--- src/rtl/hazard_scoreboard_mc.sv ---
// Decode-stage hazard scoreboard with per-register pending-write counters and a branch-shadow FSM.
// Define SCOREBOARD_WB_BYPASS_EN to let same-cycle retires clear a source hazard.
module hazard_scoreboard_mc #(
  parameter int NUM_REGS  = 8,
  parameter int REG_IDX_W = 3,
  parameter int CNT_W     = 2,
  parameter int NUM_WB    = 2,
  parameter int BR_SHADOW = 3
) (
  input  logic                        clk,
  input  logic                        rst_n,
  input  logic                        id_valid,
  input  logic                        id_uses_sr1,
  input  logic                        id_uses_sr2,
  input  logic                        id_uses_sr3,
  input  logic [REG_IDX_W-1:0]        id_sr1,
  input  logic [REG_IDX_W-1:0]        id_sr2,
  input  logic [REG_IDX_W-1:0]        id_sr3,
  input  logic                        id_uses_dest,
  input  logic [REG_IDX_W-1:0]        id_dest,
  input  logic                        id_is_ctrl,
  input  logic [NUM_WB-1:0]           wb_valid,
  input  logic [NUM_WB*REG_IDX_W-1:0] wb_dest,
  input  logic                        squash_valid,
  input  logic [REG_IDX_W-1:0]        squash_dest,
  input  logic                        br_resolved,
  input  logic                        imem_miss,
  input  logic                        dmem_miss,
  output logic                        issue,
  output logic                        stall_data,
  output logic                        stall_sat,
  output logic                        stall_branch,
  output logic                        insert_nop,
  output logic                        load_front,
  output logic                        load_back,
  output logic [NUM_REGS-1:0]         reg_valid,
  output logic                        err_underflow
);

  localparam logic [CNT_W-1:0] CntMax = {CNT_W{1'b1}};

  typedef enum logic [0:0] {StIdle, StShadow} state_e;

  state_e           state_q;
  logic [3:0]       cnt_q;
  logic [CNT_W-1:0] pending_q [NUM_REGS];
  logic [CNT_W-1:0] pending_d [NUM_REGS];
  logic             err_q, err_d;
  int               ret_cnt [NUM_REGS];
  int               nxt [NUM_REGS];
  logic [NUM_REGS-1:0] reg_ready;

  // Retire/squash hits per register; the back end re-presents them after a miss.
  always_comb begin
    for (int r = 0; r < NUM_REGS; r++) begin
      ret_cnt[r] = 0;
      for (int k = 0; k < NUM_WB; k++) begin
        if (wb_valid[k] && int'(wb_dest[k*REG_IDX_W +: REG_IDX_W]) == r) ret_cnt[r] += 1;
      end
      if (squash_valid && int'(squash_dest) == r) ret_cnt[r] += 1;
      if (dmem_miss) ret_cnt[r] = 0;
    end
  end

  always_comb begin
    for (int r = 0; r < NUM_REGS; r++) begin
      reg_valid[r] = (pending_q[r] == '0);
`ifdef SCOREBOARD_WB_BYPASS_EN
      reg_ready[r] = (pending_q[r] == '0) || (int'(pending_q[r]) == ret_cnt[r]);
`else
      reg_ready[r] = (pending_q[r] == '0);
`endif
    end
  end

  always_comb begin
    stall_data = 1'b0;
    if (id_valid) begin
      if (id_uses_sr1 && int'(id_sr1) < NUM_REGS && !reg_ready[id_sr1]) stall_data = 1'b1;
      if (id_uses_sr2 && int'(id_sr2) < NUM_REGS && !reg_ready[id_sr2]) stall_data = 1'b1;
      if (id_uses_sr3 && int'(id_sr3) < NUM_REGS && !reg_ready[id_sr3]) stall_data = 1'b1;
    end
    stall_sat = id_valid && id_uses_dest && int'(id_dest) < NUM_REGS &&
                (pending_q[id_dest] == CntMax);
  end

  assign stall_branch  = (state_q == StShadow);
  assign issue         = id_valid & ~stall_data & ~stall_sat & ~stall_branch & ~imem_miss &
                         ~dmem_miss;
  assign insert_nop    = ~issue;
  assign load_front    = issue | (~id_valid & ~imem_miss & ~dmem_miss & ~stall_branch);
  assign load_back     = ~dmem_miss;
  assign err_underflow = err_q;

  // Net delta is applied once, so a same-cycle +1/-1 leaves the counter untouched.
  always_comb begin
    err_d = err_q;
    for (int r = 0; r < NUM_REGS; r++) begin
      nxt[r] = int'(pending_q[r]) - ret_cnt[r];
      if (issue && id_uses_dest && int'(id_dest) == r) nxt[r] += 1;
      if (nxt[r] < 0) begin
        nxt[r] = 0;
        err_d  = 1'b1;
      end
      pending_d[r] = CNT_W'(nxt[r]);
    end
  end

  always_ff @(posedge clk or negedge rst_n) begin
    if (!rst_n) begin
      for (int r = 0; r < NUM_REGS; r++) pending_q[r] <= '0;
      err_q <= 1'b0;
    end else begin
      for (int r = 0; r < NUM_REGS; r++) pending_q[r] <= pending_d[r];
      err_q <= err_d;
    end
  end

  always_ff @(posedge clk or negedge rst_n) begin
    if (!rst_n) begin
      state_q <= StIdle;
      cnt_q   <= 4'd0;
    end else begin
      unique case (state_q)
        StIdle: begin
          if (issue && id_is_ctrl) begin
            state_q <= StShadow;
            cnt_q   <= 4'(BR_SHADOW);
          end
        end
        StShadow: begin
          if (br_resolved) begin
            state_q <= StIdle;
          end else if (!dmem_miss) begin
            if (cnt_q == 4'd1) state_q <= StIdle;
            cnt_q <= cnt_q - 4'd1;
          end
        end
        default: state_q <= StIdle;
      endcase
    end
  end

endmodule

--- config.mk ---
export PLATFORM = sky130hd
export DESIGN_NAME = hazard_scoreboard_mc
export DESIGN_NICKNAME = d
export VERILOG_FILES = /design/src/rtl/hazard_scoreboard_mc.sv
export SDC_FILE = /design/constraint.sdc
export NUM_CORES = 1
export LEC_CHECK = 0
export BUFFER_PORTS_ARGS = -buffer_cell sky130_fd_sc_hd__buf_4
export CAP_MARGIN = 20
export CORE_MARGIN = 4
export CORE_UTILIZATION = 25
export CTS_BUF_LIST = sky130_fd_sc_hd__clkbuf_2
export DETAILED_ROUTE_END_ITERATION = 10
export SYNTH_ARGS = -nofsm -noshare
export SYNTH_HDL_FRONTEND = slang
export SYNTH_SLANG_ARGS = --single-unit
export TNS_END_PERCENT = 20
--- constraint.sdc ---
create_clock -name clk -period 3.1 [get_ports clk]
set_clock_uncertainty 0.15 [all_clocks]
set_input_delay 0.31 -clock clk [delete_from_list [all_inputs] [get_ports clk]]
set_output_delay 0.31 -clock clk [all_outputs]
set_load 0.01 [all_outputs]
==> results of run 1 <==
power groups by stage:
stage          clock network (uW)  logic, uW  registers [uW]
6_report                      116       1260             551
5_1_grt                       131       1410             572
4_1_cts                       120       1240             546
3_5_place_dp                    0       1220             553
3_3_place_gp                    0       1190             544
2_1_floorplan                   0        726             498
metal layers:
metal	vias up	routed length (um)
met5	-	0
met4	0	113
met3	9	610
met2	110	4000
met1	1494	4680
li1	1606	-
layout make-up:
type                       instances  share of cell area
multi-input combinational        330               0.602
timing repair buffer              96               0.176
sequential                        22               0.134
tap                              168              0.0509
inverter                          37              0.0336
clock buffer                       3             0.00363
antenna                            1            0.000606
cells in the final DEF (no fill, tap or decap), types with 3 or more instances in the layout:
cell type / instances
sky130_fd_sc_hd__a21oi_1: 6
sky130_fd_sc_hd__a21o_1: 4
sky130_fd_sc_hd__or3_1: 5
sky130_fd_sc_hd__o21ai_0: 7
sky130_fd_sc_hd__and3b_1: 3
sky130_fd_sc_hd__buf_4: 94
sky130_fd_sc_hd__nor3b_1: 3
sky130_fd_sc_hd__o41ai_2: 3
sky130_fd_sc_hd__dfrtp_1: 21
sky130_fd_sc_hd__nor3_1: 10
sky130_fd_sc_hd__o211ai_1: 5
sky130_fd_sc_hd__or2_2: 4
sky130_fd_sc_hd__nor4b_1: 8
sky130_fd_sc_hd__nand3_1: 8
sky130_fd_sc_hd__nor2_1: 44
sky130_fd_sc_hd__o21ai_1: 9
sky130_fd_sc_hd__nand2b_1: 8
sky130_fd_sc_hd__o22ai_1: 5
sky130_fd_sc_hd__o31ai_1: 3
sky130_fd_sc_hd__nand4_1: 10
sky130_fd_sc_hd__inv_1: 37
sky130_fd_sc_hd__nand2_1: 49
sky130_fd_sc_hd__nor2b_1: 9
sky130_fd_sc_hd__nand4b_1: 7
sky130_fd_sc_hd__clkbuf_2: 3
sky130_fd_sc_hd__fa_1: 7
sky130_fd_sc_hd__o2bb2ai_1: 3
sky130_fd_sc_hd__ha_1: 40
sky130_fd_sc_hd__nor4_1: 10
sky130_fd_sc_hd__xnor2_1: 15
sky130_fd_sc_hd__xor2_1: 7
sky130_fd_sc_hd__nor4b_2: 3
repair_timing:
action,CTS,global route
endpoints found under the setup margin,2,3
endpoints found under the hold margin,22,0
pin swaps,0,2
resized for setup,7,8
hold buffers,1,0
registers in the layout, summed over array words and instances, names as in the netlist:
signal / count
cnt_q: 4
stall_branch: 1
err_underflow: 1
pending_q: 16
worst max-delay path, delay by kind of cell:
family	cells	cell delay, ns
xor+xnor	1	0.13
buf+inv	2	0.17
compound gates	2	0.45
fa+ha+maj	4	1.12
simple gates	7	1.00
cell families (layout without fill, tap and decap cells):
family	Yosys count	count (layout)	share of synthesized area
compound gates	55	55	0.121
xor+xnor	22	22	0.0617
fa+ha+maj	50	50	0.220
buf+inv	45	136	0.0545
flops	22	22	0.176
mux	2	2	0.0104
other cells	0	1	0
simple gates	201	201	0.357
worst max-delay path by stage:
stage	cells after the start	slack, ns	to	startpoint
after floorplan	16	0.01	err_underflow	wb_valid[1]
after global placement	16	-0.47	err_underflow	wb_dest[1]
after detailed placement	17	-0.50	err_underflow	wb_dest[2]
after CTS	16	0.00003	err_underflow	wb_dest[0]
after global routing	16	-0.19	err_underflow	wb_dest[2]
final	16	0.00002	err_underflow	wb_dest[2]
metrics by stage:
stage / hold WS, ns / area, sq um
floorplan: -0.136 / 3130
CTS: 0.0762 / 4090
finish: 0.0866 / 4130
global placement: 0.0718 / 4030
global route: 0.0927 / 4130
detailed placement: 0.0787 / 4030
==> impl_metrics.ini, run 1 <==
[worst_setup_path]
cp-end-kind = register
ff2ff_setup_slack_ns = 0.31
cp_slowest_cell = sky130_fd_sc_hd__fa_1
worst_path_most_repeated_cell = sky130_fd_sc_hd__ha_1
critical_path_required_ns = 3.19
max_stage_delay_ns = 0.36
cp_cell_sequence = buf_4 -> nand2b_1 -> nor3_4 -> ha_1 -> xnor2_1 -> nor2_1 -> ha_1 -> inv_1 -> fa_1 -> ha_1 -> nand2_1 -> o41ai_2 -> nand4_1 -> nor3b_2 -> nand4_1 -> a211o_1
rr_startpoint = pending_q[11]
crit_fanout = 3
worst-r2r-cell-count = 7
critical_path.startpoint_type = primary input
arrival_ns = 3.19
worstReg2RegEnd = pending_q[9]
timing.setup.critical_path_class = in2reg

[yosys]
ys_types = 51
synth_largest_area_cell = sky130_fd_sc_hd__dfrtp_1
yosysWarningCount = 0
asyncSetResetFlopFracSynth = 1.00
synth_edf_count = 0
synthCells = 397
proportion_of_netlist_area_held_by_the_largest_area_contributor = 0.176
synth_top_cells_by_area = sky130_fd_sc_hd__dfrtp_1, sky130_fd_sc_hd__ha_1, sky130_fd_sc_hd__nand2_1
ys_seq_area_frac = 0.176
synth_commonest_cells = sky130_fd_sc_hd__nand2_1, sky130_fd_sc_hd__nor2_1, sky130_fd_sc_hd__ha_1, sky130_fd_sc_hd__inv_1, sky130_fd_sc_hd__dfrtp_1
synth_top_flop_cell = sky130_fd_sc_hd__dfrtp_1
synthMostInstantiatedCell = sky130_fd_sc_hd__nand2_1
avgSynthCellArea_sq_um = 7.87
synth.net_count = 482
postSynthRegisterBits = 22
synth.cell_area_sq_um = 3120

[layout]
area_taken_by_multi_input_logic_gates_sq_um = 2490
filler_cells = 1283
layout.core_utilization = 0.341
finalNetCount = 575
layout.area.seq_sq_um = 552
area_delta_synth_final_pct = 32.3
layout.cells.non_filler = 657
post_route_cells_drive_above_1_share = 0.250

[job]
cap_viol_max_count = 0

[floorplan]
coreArea_sq_um = 12100
initial_core_util = 0.258
total_die_area_sq_um = 14300
die_h_um = 120
count_of_pins_on_the_block_boundary = 51
chipWidth_um = 120
row_count = 40

[sta]
timing_max_transition_violations_final = 0
timing.final.ws_setup_ns = 0.0000244
fin_setup_tns_ns = 0
rsz0062_at_grt = true
finalSetupViolations = 0
final_min_period_over_clock_period = 1.00
timing.max_slew.rel_slack = 0.669
timing_worst_slew_pin_value_ns = 0.495
timing.fmax_ghz = 0.323
hold_viol = 0
period_needed_ns = 3.10

[clocking]
path_clk_slew_ns = 0.22
tritoncts_buffers = 3
tritoncts_num_sinks = 22
cts_htree_levels = 1
cts.repair_timing.setup_buffer_count = 0
clock_insertion_delay_worst_skew_ns = 0.33
clock_root_buffer = sky130_fd_sc_hd__clkbuf_2
max-clock-path-buffers = 2
cts_tree = yes

[global_routing]
gr-usage-met2 = 0.210
grt_antenna_before_repair = 0
first_global_vias = 3128
grt_use_met1 = 0.196
grt_start_max_net_pins = 23
groute.usage.overall = 0.132
global_route.peak_usage_layer = met2
grt_use_met3 = 0.0108
grt.overflow.total = 0
grt_pass1_wl_mm = 15.6

[routing]
routed-via-count = 3219
drc = 0
wl_per_cell_um = 14.3
number_of_iterations_in_the_first_detailed_routing_pass = 4
routed_via_density = 4.90
postRouteWirelength_mm = 9.41
final_antenna_net_count = 0
first_iter_violations = 215

[place]
numPortBuffers = 50
post-place-ws_ns = -0.504
routabilityCongestion = 0.884
detailedPlacementHpwl_mm = 7.96
place.detailed.instances = 652

[power]
irDropWorstVdd_mv = 0.142
netSwitchingFraction = 0.467
power.sequential.fraction = 0.286
power_density_nw_per_um2 = 465
total_chip_power_uw = 1920
p_int_uw = 1020
leakagePower_uw = 0.00175
power.switching_uw = 898
p_clk_frac = 0.060
combPwrFrac = 0.653

[hold_path]
timing.hold.worst_endpoint = stall_branch
hold_critical_path_depth = 3
min-delay-path-class = in2reg
hold_path_startpoint = br_resolved

[outcome]
run_status = finished clean
Power figures use the tool's default switching activity.
==> run 2, diff against run 1 <==
Settings changed: PLACE_DENSITY_LB_ADDON set to 0.3, SETUP_SLACK_MARGIN set to 0.2.
==> impl_metrics.ini, run 2 (synthesis gave the netlist of run 1 again) <==
[power]
combPwrFrac = 0.624
power.switching_uw = 899
power_density_nw_per_um2 = 474
leakagePower_uw = 0.00180
irDropWorstVdd_mv = 0.192
netSwitchingFraction = 0.445
power.sequential.fraction = 0.272
p_clk_frac = 0.104
p_int_uw = 1120

[outcome]
run_status = finished clean

[routing]
postRouteWirelength_mm = 9.24
number_of_iterations_in_the_first_detailed_routing_pass = 4
routed_via_density = 4.73
routed-via-count = 3158
first_iter_violations = 144
wl_per_cell_um = 13.9
drc = 0
final_antenna_net_count = 0

[place]
routabilityCongestion = 0.857
dp_area_sq_um = 4130
post-place-ws_ns = -0.552
numPortBuffers = 50
detailedPlacementHpwl_mm = 7.95

[worst_setup_path]
timing.setup.critical_path_class = in2reg
ff2ff_setup_slack_ns = 0.38
max_stage_delay_ns = 0.36
crit_fanout = 3
arrival_ns = 3.19
cp_num_cells = 17
worstReg2RegEnd = pending_q[9]
rr_startpoint = pending_q[15]
critical_path.startpoint_type = primary input
cp_slowest_cell = sky130_fd_sc_hd__fa_1
worst-r2r-cell-count = 7
cp_cell_sequence = buf_4 -> nand2_1 -> buf_4 -> nor2_2 -> ha_1 -> xor2_1 -> nor2_1 -> ha_1 -> inv_1 -> fa_1 -> ha_1 -> nand2_1 -> o41ai_2 -> nand4_1 -> nor3b_2 -> nand4_1 -> a211o_1
worstPathBufferInverterCount = 3
worst_path_most_repeated_cell = sky130_fd_sc_hd__ha_1
crit_family = adder cells
crit_end = err_underflow
critical_path_required_ns = 3.22
cp-end-kind = register
crit_start = wb_dest[2]

[clocking]
clock_insertion_delay_worst_skew_ns = 0.35
tritoncts_buffers = 3
path_clk_slew_ns = 0.24
tritoncts_num_sinks = 22
cts.repair_timing.setup_buffer_count = 0
cts_tree = yes
cts_htree_levels = 1
max-clock-path-buffers = 2
clock_root_buffer = sky130_fd_sc_hd__clkbuf_2

[floorplan]
row_count = 40
chipWidth_um = 120
die_h_um = 120
count_of_pins_on_the_block_boundary = 51
initial_core_util = 0.258
coreArea_sq_um = 12100
total_die_area_sq_um = 14300

[layout]
largest_reg_flops = 16
area_delta_synth_final_pct = 36.3
top_library_cells_by_usage_in_the_layout_fill_and_taps_aside = sky130_fd_sc_hd__buf_4, sky130_fd_sc_hd__nand2_1, sky130_fd_sc_hd__nor2_1
regMostFlops = pending_q
layout_commonest_cell = sky130_fd_sc_hd__buf_4
biggest_regs = pending_q x16, cnt_q x4
post_route_cells_drive_above_1_share = 0.279
final_area_sq_um = 4260
finalNetCount = 584

[sta]
timing.final.ws_setup_ns = 0.0271
rsz0062_at_grt = true
timing_worst_slew_pin_value_ns = 0.673
hold_viol = 0
timing_max_transition_violations_final = 0
final_min_period_over_clock_period = 0.991
timing.fmax_ghz = 0.325
period_needed_ns = 3.07
finalSetupViolations = 0
timing.max_slew.rel_slack = 0.550

[global_routing]
first_global_vias = 3225
grt_pass1_wl_mm = 15.8
grt_antenna_before_repair = 1
grt.overflow.total = 0
grt_start_max_net_pins = 23
groute.usage.overall = 0.134

[job]
cap_viol_max_count = 0

[hold_path]
min-delay-path-class = in2reg
[run 2: stage by stage]
| step | total power [uW] | std cells | utilization | hold WS, ns | TNS [ns] |
|---|---|---|---|---|---|
| after detailed placement | 1790 | 661 | 0.341 | 0.0726 | -0.552 |
| after CTS | 2020 | 666 | 0.347 | 0.0554 | 0 |
| final | 2020 | 667 | 0.351 | 0.0597 | 0 |
| after floorplan | 1230 | 397 | - | -0.136 | 0 |
| after global routing | 2230 | 667 | 0.351 | 0.0160 | -0.244 |
| after global placement | 1760 | 661 | 0.341 | 0.0687 | -0.522 |
[run 2: worst reg2reg max path: cells and delay by family, from the launching register on]
kind,cells,cell delay [ns]
and+or+nand+nor,5,1.60
AOI/OAI and AO/OA,2,0.40
DFF,1,0.53
[run 2: repair_timing]
action | in CTS | in global routing
endpoints found under the setup margin | 3 | 6
hold buffers | 1 | 0
resized for setup | 6 | 7
endpoints found under the hold margin | 22 | 0
pin swaps | 5 | 1
[run 2: worst min path at each step]
stage / startpoint / end / slack, ns / cells after the start
after floorplan: rst_n / cnt_q[0] / -0.14 / 0
final: br_resolved / stall_branch / 0.06 / 3
after global placement: rst_n / pending_q[8] / 0.07 / 1
after detailed placement: rst_n / pending_q[9] / 0.07 / 1
after CTS: br_resolved / stall_branch / 0.06 / 3
after global routing: br_resolved / stall_branch / 0.02 / 3
[run 2: cell type report]
cell class | count | area, sq um
antenna | 1 | 2.50
fill | 1297 | 7860
multi-input combinational | 330 | 2520
sequential | 22 | 551
clock buffer | 3 | 15.0
timing repair buffer | 105 | 791
inverter | 37 | 139
tap | 168 | 210
clock inverter | 1 | 30.0
[run 2: routing by layer]
| layer | vias up | share of wire | GRT usage |
|---|---|---|---|
| met1 | 1435 | 0.50 | 0.194 |
| met5 | - | 0 | 0 |
| met4 | 0 | 0.021 | 0.0394 |
| li1 | 1624 | - | - |
| met2 | 85 | 0.42 | 0.209 |
| met3 | 14 | 0.060 | 0.0132 |
[run 2: power by group through the flow]
| stage | Clock (uW) | Sequential [uW] | Combinational [uW] |
|---|---|---|---|
| after global placement | 0 | 549 | 1210 |
| after global routing | 228 | 575 | 1430 |
| after detailed placement | 0 | 558 | 1230 |
| final | 210 | 549 | 1260 |
| after floorplan | 0 | 499 | 735 |
| after CTS | 214 | 551 | 1250 |
==> run 3, diff against run 2 <==
--- a/config.mk
+++ b/config.mk
@@ -8,4 +8,5 @@
 export BUFFER_PORTS_ARGS = -buffer_cell sky130_fd_sc_hd__buf_4
 export CAP_MARGIN = 20
+export CORE_ASPECT_RATIO = 0.75
 export CORE_MARGIN = 4
 export CORE_UTILIZATION = 25
==> constraint.sdc (replaced) <==
create_clock -name clk -period 3.1 [get_ports clk]
set_clock_uncertainty 0.15 [all_clocks]
set_input_delay 0.62 -clock clk [delete_from_list [all_inputs] [get_ports clk]]
set_output_delay 0.62 -clock clk [all_outputs]
set_load 0.01 [all_outputs]
==> impl_metrics.ini, run 3 (synthesis gave the netlist of run 1 again) <==
[routing]
routed-via-count = 3395
first_iter_violations = 206
dr_wl_met3_um = 378
drc = 0
wl_met2_mm = 5.10
postRouteWirelength_mm = 10.2
routed_via_density = 4.86
wl_per_cell_um = 14.6
wirelength_met1_mm = 4.74
final_antenna_net_count = 0
number_of_iterations_in_the_first_detailed_routing_pass = 4
top_layer = met4

[global_routing]
grt_pass1_wl_mm = 16.0
grt_start_max_net_pins = 23
groute.usage.overall = 0.136
grt.overflow.total = 0
first_global_vias = 3310
grt_antenna_before_repair = 0

[power]
netSwitchingFraction = 0.448
combPwrFrac = 0.693
leakagePower_uw = 0.00200
power.sequential.fraction = 0.249
irDropWorstVdd_mv = 0.170
p_int_uw = 1220
power_density_nw_per_um2 = 467
power.switching_uw = 986
p_clk_frac = 0.057

[layout]
biggest_regs = pending_q x16, cnt_q x4
regMostFlops = pending_q
layout.core_utilization = 0.385
area_delta_synth_final_pct = 51.2
finalNetCount = 618
layout_commonest_cell = sky130_fd_sc_hd__buf_4
largest_reg_flops = 16
filler_cells = 1241
layout.cells.non_filler = 699
post_route_cells_drive_above_1_share = 0.387
top_library_cells_by_usage_in_the_layout_fill_and_taps_aside = sky130_fd_sc_hd__buf_4, sky130_fd_sc_hd__nand2_1, sky130_fd_sc_hd__nor2_1
final_area_sq_um = 4720

[place]
routabilityCongestion = 0.827
dp_area_sq_um = 4290
post-place-ws_ns = -0.989
numPortBuffers = 50
place.detailed.instances = 681
detailedPlacementHpwl_mm = 8.37

[sta]
timing.max_slew.rel_slack = 0.677
finalSetupViolations = 4
period_needed_ns = 3.40
timing.fmax_ghz = 0.294
hold_viol = 0
timing.final.ws_setup_ns = -0.300
final_min_period_over_clock_period = 1.10
hold_slack_ns = 0.374
rsz0062_at_grt = true
timing_worst_slew_pin_value_ns = 0.480
timing_max_transition_violations_final = 0

[floorplan]
chipWidth_um = 137
coreArea_sq_um = 12300
count_of_pins_on_the_block_boundary = 51
die_h_um = 105
total_die_area_sq_um = 14400
row_count = 35
initial_core_util = 0.255

[outcome]
run_status = finished with violations
failed_checks = negative setup slack

[worst_setup_path]
critical_path_required_ns = 3.22
crit_fanout = 3
arrival_ns = 3.52
critical_path.startpoint_type = primary input
timing.setup.critical_path_class = in2reg
worst-r2r-cell-count = 12
cp-end-kind = register
ff2ff_setup_slack_ns = 0.26

[clocking]
path_clk_slew_ns = 0.23
cts_tree = yes
max-clock-path-buffers = 2
clock_root_buffer = sky130_fd_sc_hd__clkbuf_2
cts_htree_levels = 1
clock_insertion_delay_worst_skew_ns = 0.34
tritoncts_num_sinks = 22
tritoncts_buffers = 3

[hold_path]
hold_critical_path_depth = 3
min-delay-path-class = in2reg

[job]
cap_viol_max_count = 0
[run 3: worst paths after layout]
| path | startpoint | endpoint |
|---|---|---|
| setup reg to reg | pending_q[6] | err_underflow |
| hold reg to reg | cnt_q[1] | cnt_q[1] |
| hold / removal | br_resolved | stall_branch |
| setup / recovery | wb_valid[0] | err_underflow |
| max in group asynchronous | rst_n | pending_q[14] |
| min in group asynchronous | rst_n | pending_q[11] |
[run 3: final cells by class]
cell class                      instances  area [sq um]  share of cell area
Antenna cell                            1          2.50            0.000530
Clock buffer                            3          15.0             0.00318
Clock inverter                          1          3.75            0.000795
Inverter                               37           139              0.0294
Multi-Input combinational cell        330          2710               0.574
Sequential cell                        22           558               0.118
Tap cell                              166           208              0.0440
Timing Repair Buffer                  139          1080               0.229
[run 3: layer usage]
| metal | vias up | global-route usage |
|---|---|---|
| li1 | 1690 | - |
| met1 | 1658 | 0.186 |
| met2 | 45 | 0.235 |
| met3 | 2 | 0.0207 |
| met4 | 0 | 0.00783 |
| met5 | - | 0 |
[run 3: through the flow]
| stage | TNS [ns] | total power, uW |
|---|---|---|
| global placement | -1.21 | 1890 |
| floorplan | -0.280 | 1230 |
| finish | -0.521 | 2200 |
| detailed placement | -1.44 | 1910 |
| CTS | -0.437 | 2120 |
| global route | -1.24 | 2400 |
[run 3: repair_timing]
item                       CTS  global route
resized for setup           35            33
pin swaps                   16            27
setup buffers                3             9
cloned                       0             0
hold buffers                 1             0
hold endpoints to repair    22             0
setup endpoints to repair    6            10
[run 3: critical path, stage by stage]
cell                      delay [ns]
sky130_fd_sc_hd__buf_4          0.10
sky130_fd_sc_hd__nand2_4        0.05
sky130_fd_sc_hd__buf_4          0.13
sky130_fd_sc_hd__buf_6          0.12
sky130_fd_sc_hd__nor2_4         0.13
sky130_fd_sc_hd__ha_4           0.22
sky130_fd_sc_hd__xor2_1         0.16
sky130_fd_sc_hd__nor2_1         0.12
sky130_fd_sc_hd__ha_2           0.19
sky130_fd_sc_hd__inv_2          0.04
sky130_fd_sc_hd__fa_2           0.37
sky130_fd_sc_hd__ha_4           0.29
sky130_fd_sc_hd__nand2_4        0.05
sky130_fd_sc_hd__o41ai_4        0.23
sky130_fd_sc_hd__nand4_1        0.15
sky130_fd_sc_hd__nor3b_2        0.21
sky130_fd_sc_hd__nand4_1        0.11
sky130_fd_sc_hd__a211o_1        0.23
[run 3: power by group through the flow]
| stage | clock [uW] | sequential, uW | combinational, uW |
|---|---|---|---|
| 6_report | 126 | 549 | 1530 |
| 2_1_floorplan | 0 | 499 | 735 |
| 5_1_grt | 140 | 569 | 1690 |
| 3_5_place_dp | 0 | 551 | 1360 |
| 3_3_place_gp | 0 | 550 | 1340 |
| 4_1_cts | 131 | 553 | 1440 |
